<file path="config.mk">
export PLATFORM = sky130hd
export DESIGN_NAME = pi_decoder_module
export DESIGN_NICKNAME = d
export VERILOG_FILES = /design/src/rtl/pi_decoder_module.sv
export SDC_FILE = /design/constraint.sdc
export NUM_CORES = 1
export LEC_CHECK = 0
export CORE_MARGIN = 4
export CORE_UTILIZATION = 40
export CTS_CLUSTER_SIZE = 8
export DETAILED_ROUTE_END_ITERATION = 12
export GPL_ROUTABILITY_DRIVEN = 0
export HOLD_SLACK_MARGIN = 0.15
export PLACE_DENSITY_LB_ADDON = 0.15
export REMOVE_ABC_BUFFERS = 1
export SLEW_MARGIN = 20
export SYNTH_ARGS = -nofsm -noshare
export SYNTH_HDL_FRONTEND = slang
export SYNTH_SLANG_ARGS = --single-unit
</file>
<file path="constraint.sdc">
create_clock -name clk -period 12.5 [get_ports clk]
set_clock_uncertainty 0.05 [all_clocks]
set_input_delay 1.875 -clock clk [delete_from_list [all_inputs] [get_ports clk]]
set_output_delay 1.875 -clock clk [all_outputs]
set_load 0.05 [all_outputs]
</file>
<file path="src/rtl/pi_decoder_module.sv">
// Inverse 5x5 bit permutation: walks one cell per clock, d[x][y] = e[y][(2x+3y) mod 5].
// Optionally repeats the pass ROUNDS times by copying the result back into the work plane.
module pi_decoder_module #(
  parameter int memsize = 25,
  parameter int ROUNDS  = 1
) (
  input  logic               clk,
  input  logic               rst,
  input  logic               start,
  input  logic [memsize-1:0] line,
  output logic               busy,
  output logic               done,
  output logic [memsize-1:0] mem,
  output logic [2:0]         x_idx,
  output logic [2:0]         y_idx
);

  typedef enum logic [1:0] {IDLE, WALK, COPY, DONE} state_t;

  state_t             state_q, state_d;
  logic [memsize-1:0] work_q, work_d, mem_q, mem_d;
  logic [2:0]         x_q, x_d, y_q, y_d, rnd_q, rnd_d;
  logic [4:0]         sum, s1, s2, col, src_idx, dst_idx;
  logic               last;

  // 2x+3y peaks at 20, so three cascaded subtracts fully reduce it mod 5
  always_comb begin
    sum     = {1'b0, x_q, 1'b0} + {2'b00, y_q} + {1'b0, y_q, 1'b0};
    s1      = (sum >= 5'd15) ? sum - 5'd15 : sum;
    s2      = (s1  >= 5'd10) ? s1  - 5'd10 : s1;
    col     = (s2  >= 5'd5)  ? s2  - 5'd5  : s2;
    src_idx = {y_q, 2'b00} + {2'b00, y_q} + col;
    dst_idx = {x_q, 2'b00} + {2'b00, x_q} + {2'b00, y_q};
    last    = (x_q == 3'd4) && (y_q == 3'd4);
  end

  always_ff @(posedge clk) begin
    if (rst) begin
      state_q <= IDLE;
      work_q  <= '0;
      mem_q   <= '0;
      x_q     <= '0;
      y_q     <= '0;
      rnd_q   <= '0;
    end else begin
      state_q <= state_d;
      work_q  <= work_d;
      mem_q   <= mem_d;
      x_q     <= x_d;
      y_q     <= y_d;
      rnd_q   <= rnd_d;
    end
  end

  always_comb begin
    state_d = state_q;
    work_d  = work_q;
    mem_d   = mem_q;
    x_d     = x_q;
    y_d     = y_q;
    rnd_d   = rnd_q;
    case (state_q)
      IDLE: if (start) begin
        work_d  = line;
        mem_d   = '0;
        x_d     = '0;
        y_d     = '0;
        rnd_d   = '0;
        state_d = WALK;
      end
      WALK: begin
        mem_d[dst_idx] = work_q[src_idx];
        if (last) begin
          // wrap indices here so x_idx/y_idx stay within 0..4
          x_d     = '0;
          y_d     = '0;
          state_d = (rnd_q == 3'(ROUNDS - 1)) ? DONE : COPY;
        end else if (y_q == 3'd4) begin
          y_d = '0;
          x_d = x_q + 3'd1;
        end else begin
          y_d = y_q + 3'd1;
        end
      end
      COPY: begin
        work_d  = mem_q;
        mem_d   = '0;
        x_d     = '0;
        y_d     = '0;
        rnd_d   = rnd_q + 3'd1;
        state_d = WALK;
      end
      DONE:    state_d = IDLE;
      default: state_d = IDLE;
    endcase
  end

  always_comb begin
    busy = (state_q == WALK) || (state_q == COPY);
    done = (state_q == DONE);
  end

  assign mem   = mem_q;
  assign x_idx = x_q;
  assign y_idx = y_q;

endmodule

</file>
==> impl_summary.log <==
[metrics] outcome: complete, no violations
[metrics] proportion of netlist area held by the largest area contributor: 0.308
[metrics] peak fanout along the critical path: 25
[metrics] clock network latency to the later pin of the worst-skew pair: 0.34 ns
[metrics] clock tree buffer depth: 2
[metrics] main flop type after synthesis: sky130_fd_sc_hd__dfxtp_1
[metrics] post-synthesis cell count: 434
[metrics] DIE AREA: 0.0116 mm²
[metrics] initial antenna violation count: 0
[metrics] Register Area: 0.00122 mm²
[metrics] Setup TNS: 0 ns
[metrics] Fin Hold WS: 0.445 ns
[metrics] core region area: 0.00973 mm²
[metrics] area grow syn2layout: 22.7%
[metrics] number of placed cells counting well taps: 603
[metrics] Peak supply drop: 0.107 mV
[metrics] worst-path cell chain: inv_1 -> fa_1 -> inv_1 -> ha_1 -> fa_1 -> and3_1 -> ha_1 -> inv_1 -> a21oi_1 -> mux2i_1 -> nor2_1 -> o21ai_0 -> a22oi_1 -> fa_1 -> inv_1 -> fa_1 -> or4b_1 -> a21oi_1 -> o21ai_1 -> mux2i_4 -> a31o_2
[metrics] # diodes: 0
[metrics] setup fix buffers added after clock tree synthesis: 0
[metrics] top cells by area, synth: sky130_fd_sc_hd__dfxtp_1, sky130_fd_sc_hd__ha_1, sky130_fd_sc_hd__mux2i_1
[metrics] number of gates given a new drive strength after cts: 0
[metrics] count of unique library cells instantiated by Yosys: 57
[metrics] setup slack at placement: 6.02 ns
[metrics] effective utilization at floorplan: 0.407
[metrics] headroom to the max-slew limit: 0.413
[metrics] Clock Sink Count: 61
[metrics] total area of multi-input combinational cells: 0.00254 mm²
[metrics] Worst Path Class, Setup: reg -> reg
[metrics] Final Hold Viols: 0
[metrics] fmax: 0.151 GHz
[metrics] post-route non-filler standard cell count: 620
[metrics] share of the clock period used by the worst path: 0.529
[metrics] HP Class: reg -> reg
[metrics] drt total wl: 9860 µm
[metrics] Synth area leader: sky130_fd_sc_hd__dfxtp_1
[metrics] antenna-violating nets left: 0
[metrics] RSZ-0062 raised after global routing: false
[metrics] # DRC: 0
[metrics] measured slew at the worst slew-check pin: 0.881 ns
[metrics] die outline height: 108 µm
[metrics] Post-Synthesis Mean Instance Area: 9.13 µm²
[metrics] horizontal die dimension: 108 µm
[metrics] drt first-iter violations: 184
[metrics] number of synthesized flops with an enable pin: 0
[metrics] fraction of layout cells with a size suffix above 1: 0.0801
[metrics] CTS tree: yes
[metrics] first-pass GRT wire length: 16,200 µm
[metrics] final setup violating endpoints: 0
[metrics] slowest library cell on the worst path: sky130_fd_sc_hd__fa_1
[metrics] vias in the first global route: 3,117
[metrics] First-pass DRT Iterations: 4
[metrics] Crit path largest cell delay: 0.67 ns
[metrics] slack of the worst reg-to-reg path: 5.89 ns
[metrics] Worst Setup Start Kind: register
[metrics] share of synthesized area occupied by flip-flops and latches: 0.308
[metrics] number of placement rows: 36
[metrics] leakage power summed over all cells: 2.11 nW
[metrics] clock input transition at the sequential cells of the worst setup and hold paths: 0.07 ns
[metrics] Detail Placement HPWL: 7010 µm
[metrics] data arrival time of the critical path: 6.84 ns
[metrics] via count: 3,339
[metrics] clock buffer count from CTS: 9
[metrics] number of buffers inserted for hold repair after clock tree synthesis: 0
[metrics] power density relative to cell area: 215 mW/mm²
[metrics] CP required: 12.73 ns
[metrics] GR Util All Layers: 0.175
[metrics] IO buf count: 60
[metrics] proportion of synthesized flip-flops having asynchronous set or reset: 0
[metrics] pin count of the biggest net entering global routing: 52
[metrics] final core occ: 0.500
[metrics] yosys warns: 0
[metrics] fill cell total of the finished layout: 984
[metrics] count of boundary I/O pins: 61
[metrics] capturing element type of the critical path: register
[metrics] root cell of the clock tree: sky130_fd_sc_hd__clkbuf_8
[metrics] net total in the final layout: 542
[metrics] post-synthesis cell area: 0.00396 mm²
[metrics] PnR worst setup slack: 5.89 ns
[metrics] WL per Instance: 15.9 µm
[metrics] Via-to-Cell Ratio: 5.39
[metrics] overall overflow remaining after global route: 0
[metrics] level count of the clock H-tree: 3
[metrics] max cap viols: 0
[metrics] Final Max Tran Viols: 0
[metrics] number of register bits inferred by synthesis: 61
[metrics] fin crit period: 6.61 ns
-- logic make-up after synthesis --
kind of cell,after synthesis,synth area share
simple gates,129,0.151
flops,61,0.308
mux,36,0.110
fa+ha+maj,32,0.114
compound gates,115,0.228
buf+inv,46,0.0518
xor+xnor,15,0.0370
-- metal layers --
metal  up-vias  global-route usage  wire length [µm]
met5         -                   0                 0
met4         0              0.0496               124
met3        11              0.0348               418
met2        66               0.273              4480
met1      1582               0.246              4830
li1       1680                   -                 -
-- path summary, 6_finish.rpt --
path         cells past startpoint       start          to
max                             21    y_idx[1]     mem[24]
min                              2  work_q[24]  work_q[24]
max reg2reg                     21    y_idx[1]     mem[24]
min reg2reg                      2  work_q[24]  work_q[24]
-- registers in the layout, summed over array words and instances, names as in the netlist --
| signal | count |
|---|---|
| x_idx | 3 |
| work_q | 25 |
| mem | 25 |
| rnd_q | 3 |
| y_idx | 3 |
| state_q | 2 |
-- cell usage after synthesis, types with 3 or more instances --
cell type,n
sky130_fd_sc_hd__inv_1,19
sky130_fd_sc_hd__mux4_2,5
sky130_fd_sc_hd__dfxtp_1,61
sky130_fd_sc_hd__o21ai_0,3
sky130_fd_sc_hd__a211oi_1,27
sky130_fd_sc_hd__clkbuf_1,18
sky130_fd_sc_hd__nand2_1,24
sky130_fd_sc_hd__xnor2_1,7
sky130_fd_sc_hd__nor3_1,11
sky130_fd_sc_hd__a21oi_1,11
sky130_fd_sc_hd__ha_1,25
sky130_fd_sc_hd__mux2i_1,29
sky130_fd_sc_hd__buf_6,4
sky130_fd_sc_hd__nor2b_1,5
sky130_fd_sc_hd__xor2_1,6
sky130_fd_sc_hd__o211a_1,13
sky130_fd_sc_hd__a21o_1,22
sky130_fd_sc_hd__o311a_1,11
sky130_fd_sc_hd__nor2_1,60
sky130_fd_sc_hd__nor3b_1,3
sky130_fd_sc_hd__nand3_1,10
sky130_fd_sc_hd__o22ai_1,3
sky130_fd_sc_hd__or3_1,3
sky130_fd_sc_hd__fa_1,7
sky130_fd_sc_hd__nand2b_1,3
-- cells in the final DEF (no fill, tap or decap), drive strengths merged, types with 12 or more instances in the layout --
master / count
dfxtp: 61
nor2: 61
clkdlybuf4s50: 60
mux2i: 30
a211oi: 27
nand2: 25
ha: 25
a21o: 22
inv: 20
o211a: 13
clkbuf: 13
a21oi: 12
-- where the power goes --
part | internal, W | total (W) | switching, W
logic | 0.000216 | 0.000576 | 0.000360
clock network | 0.000108 | 0.000186 | 0.0000780
registers | 0.000241 | 0.000282 | 0.0000412
total | 0.000566 | 0.00105 | 0.000479
-- worst max-delay path, delay by kind of cell, from the launching register on --
| kind | cells | cell delay [ns] |
|---|---|---|
| adders and majority gates | 6 | 2.71 |
| muxes | 2 | 1.05 |
| and+or+nand+nor | 3 | 0.95 |
| AOI/OAI and AO/OA | 6 | 0.92 |
| DFF | 1 | 0.51 |
| buffers and inverters | 4 | 0.39 |
-- per-stage QoR --
stage | power, W | instance area (µm²)
6_report | 0.00105 | 4860
5_1_grt | 0.00113 | 4860
4_1_cts | 0.00104 | 4830
3_5_place_dp | 0.000849 | 4620
3_3_place_gp | 0.000839 | 4620
2_1_floorplan | 0.000701 | 3830
-- cell type report --
cell class | instances | share of cell area
well taps | 133 | 0.0342
clock buffers | 13 | 0.0347
repair buffers | 63 | 0.132
clock inverters | 3 | 0.00875
multi-input cells | 327 | 0.523
inverters | 20 | 0.0154
flip-flops and latches | 61 | 0.251
No activity file was read; power rests on OpenSTA's default activity.
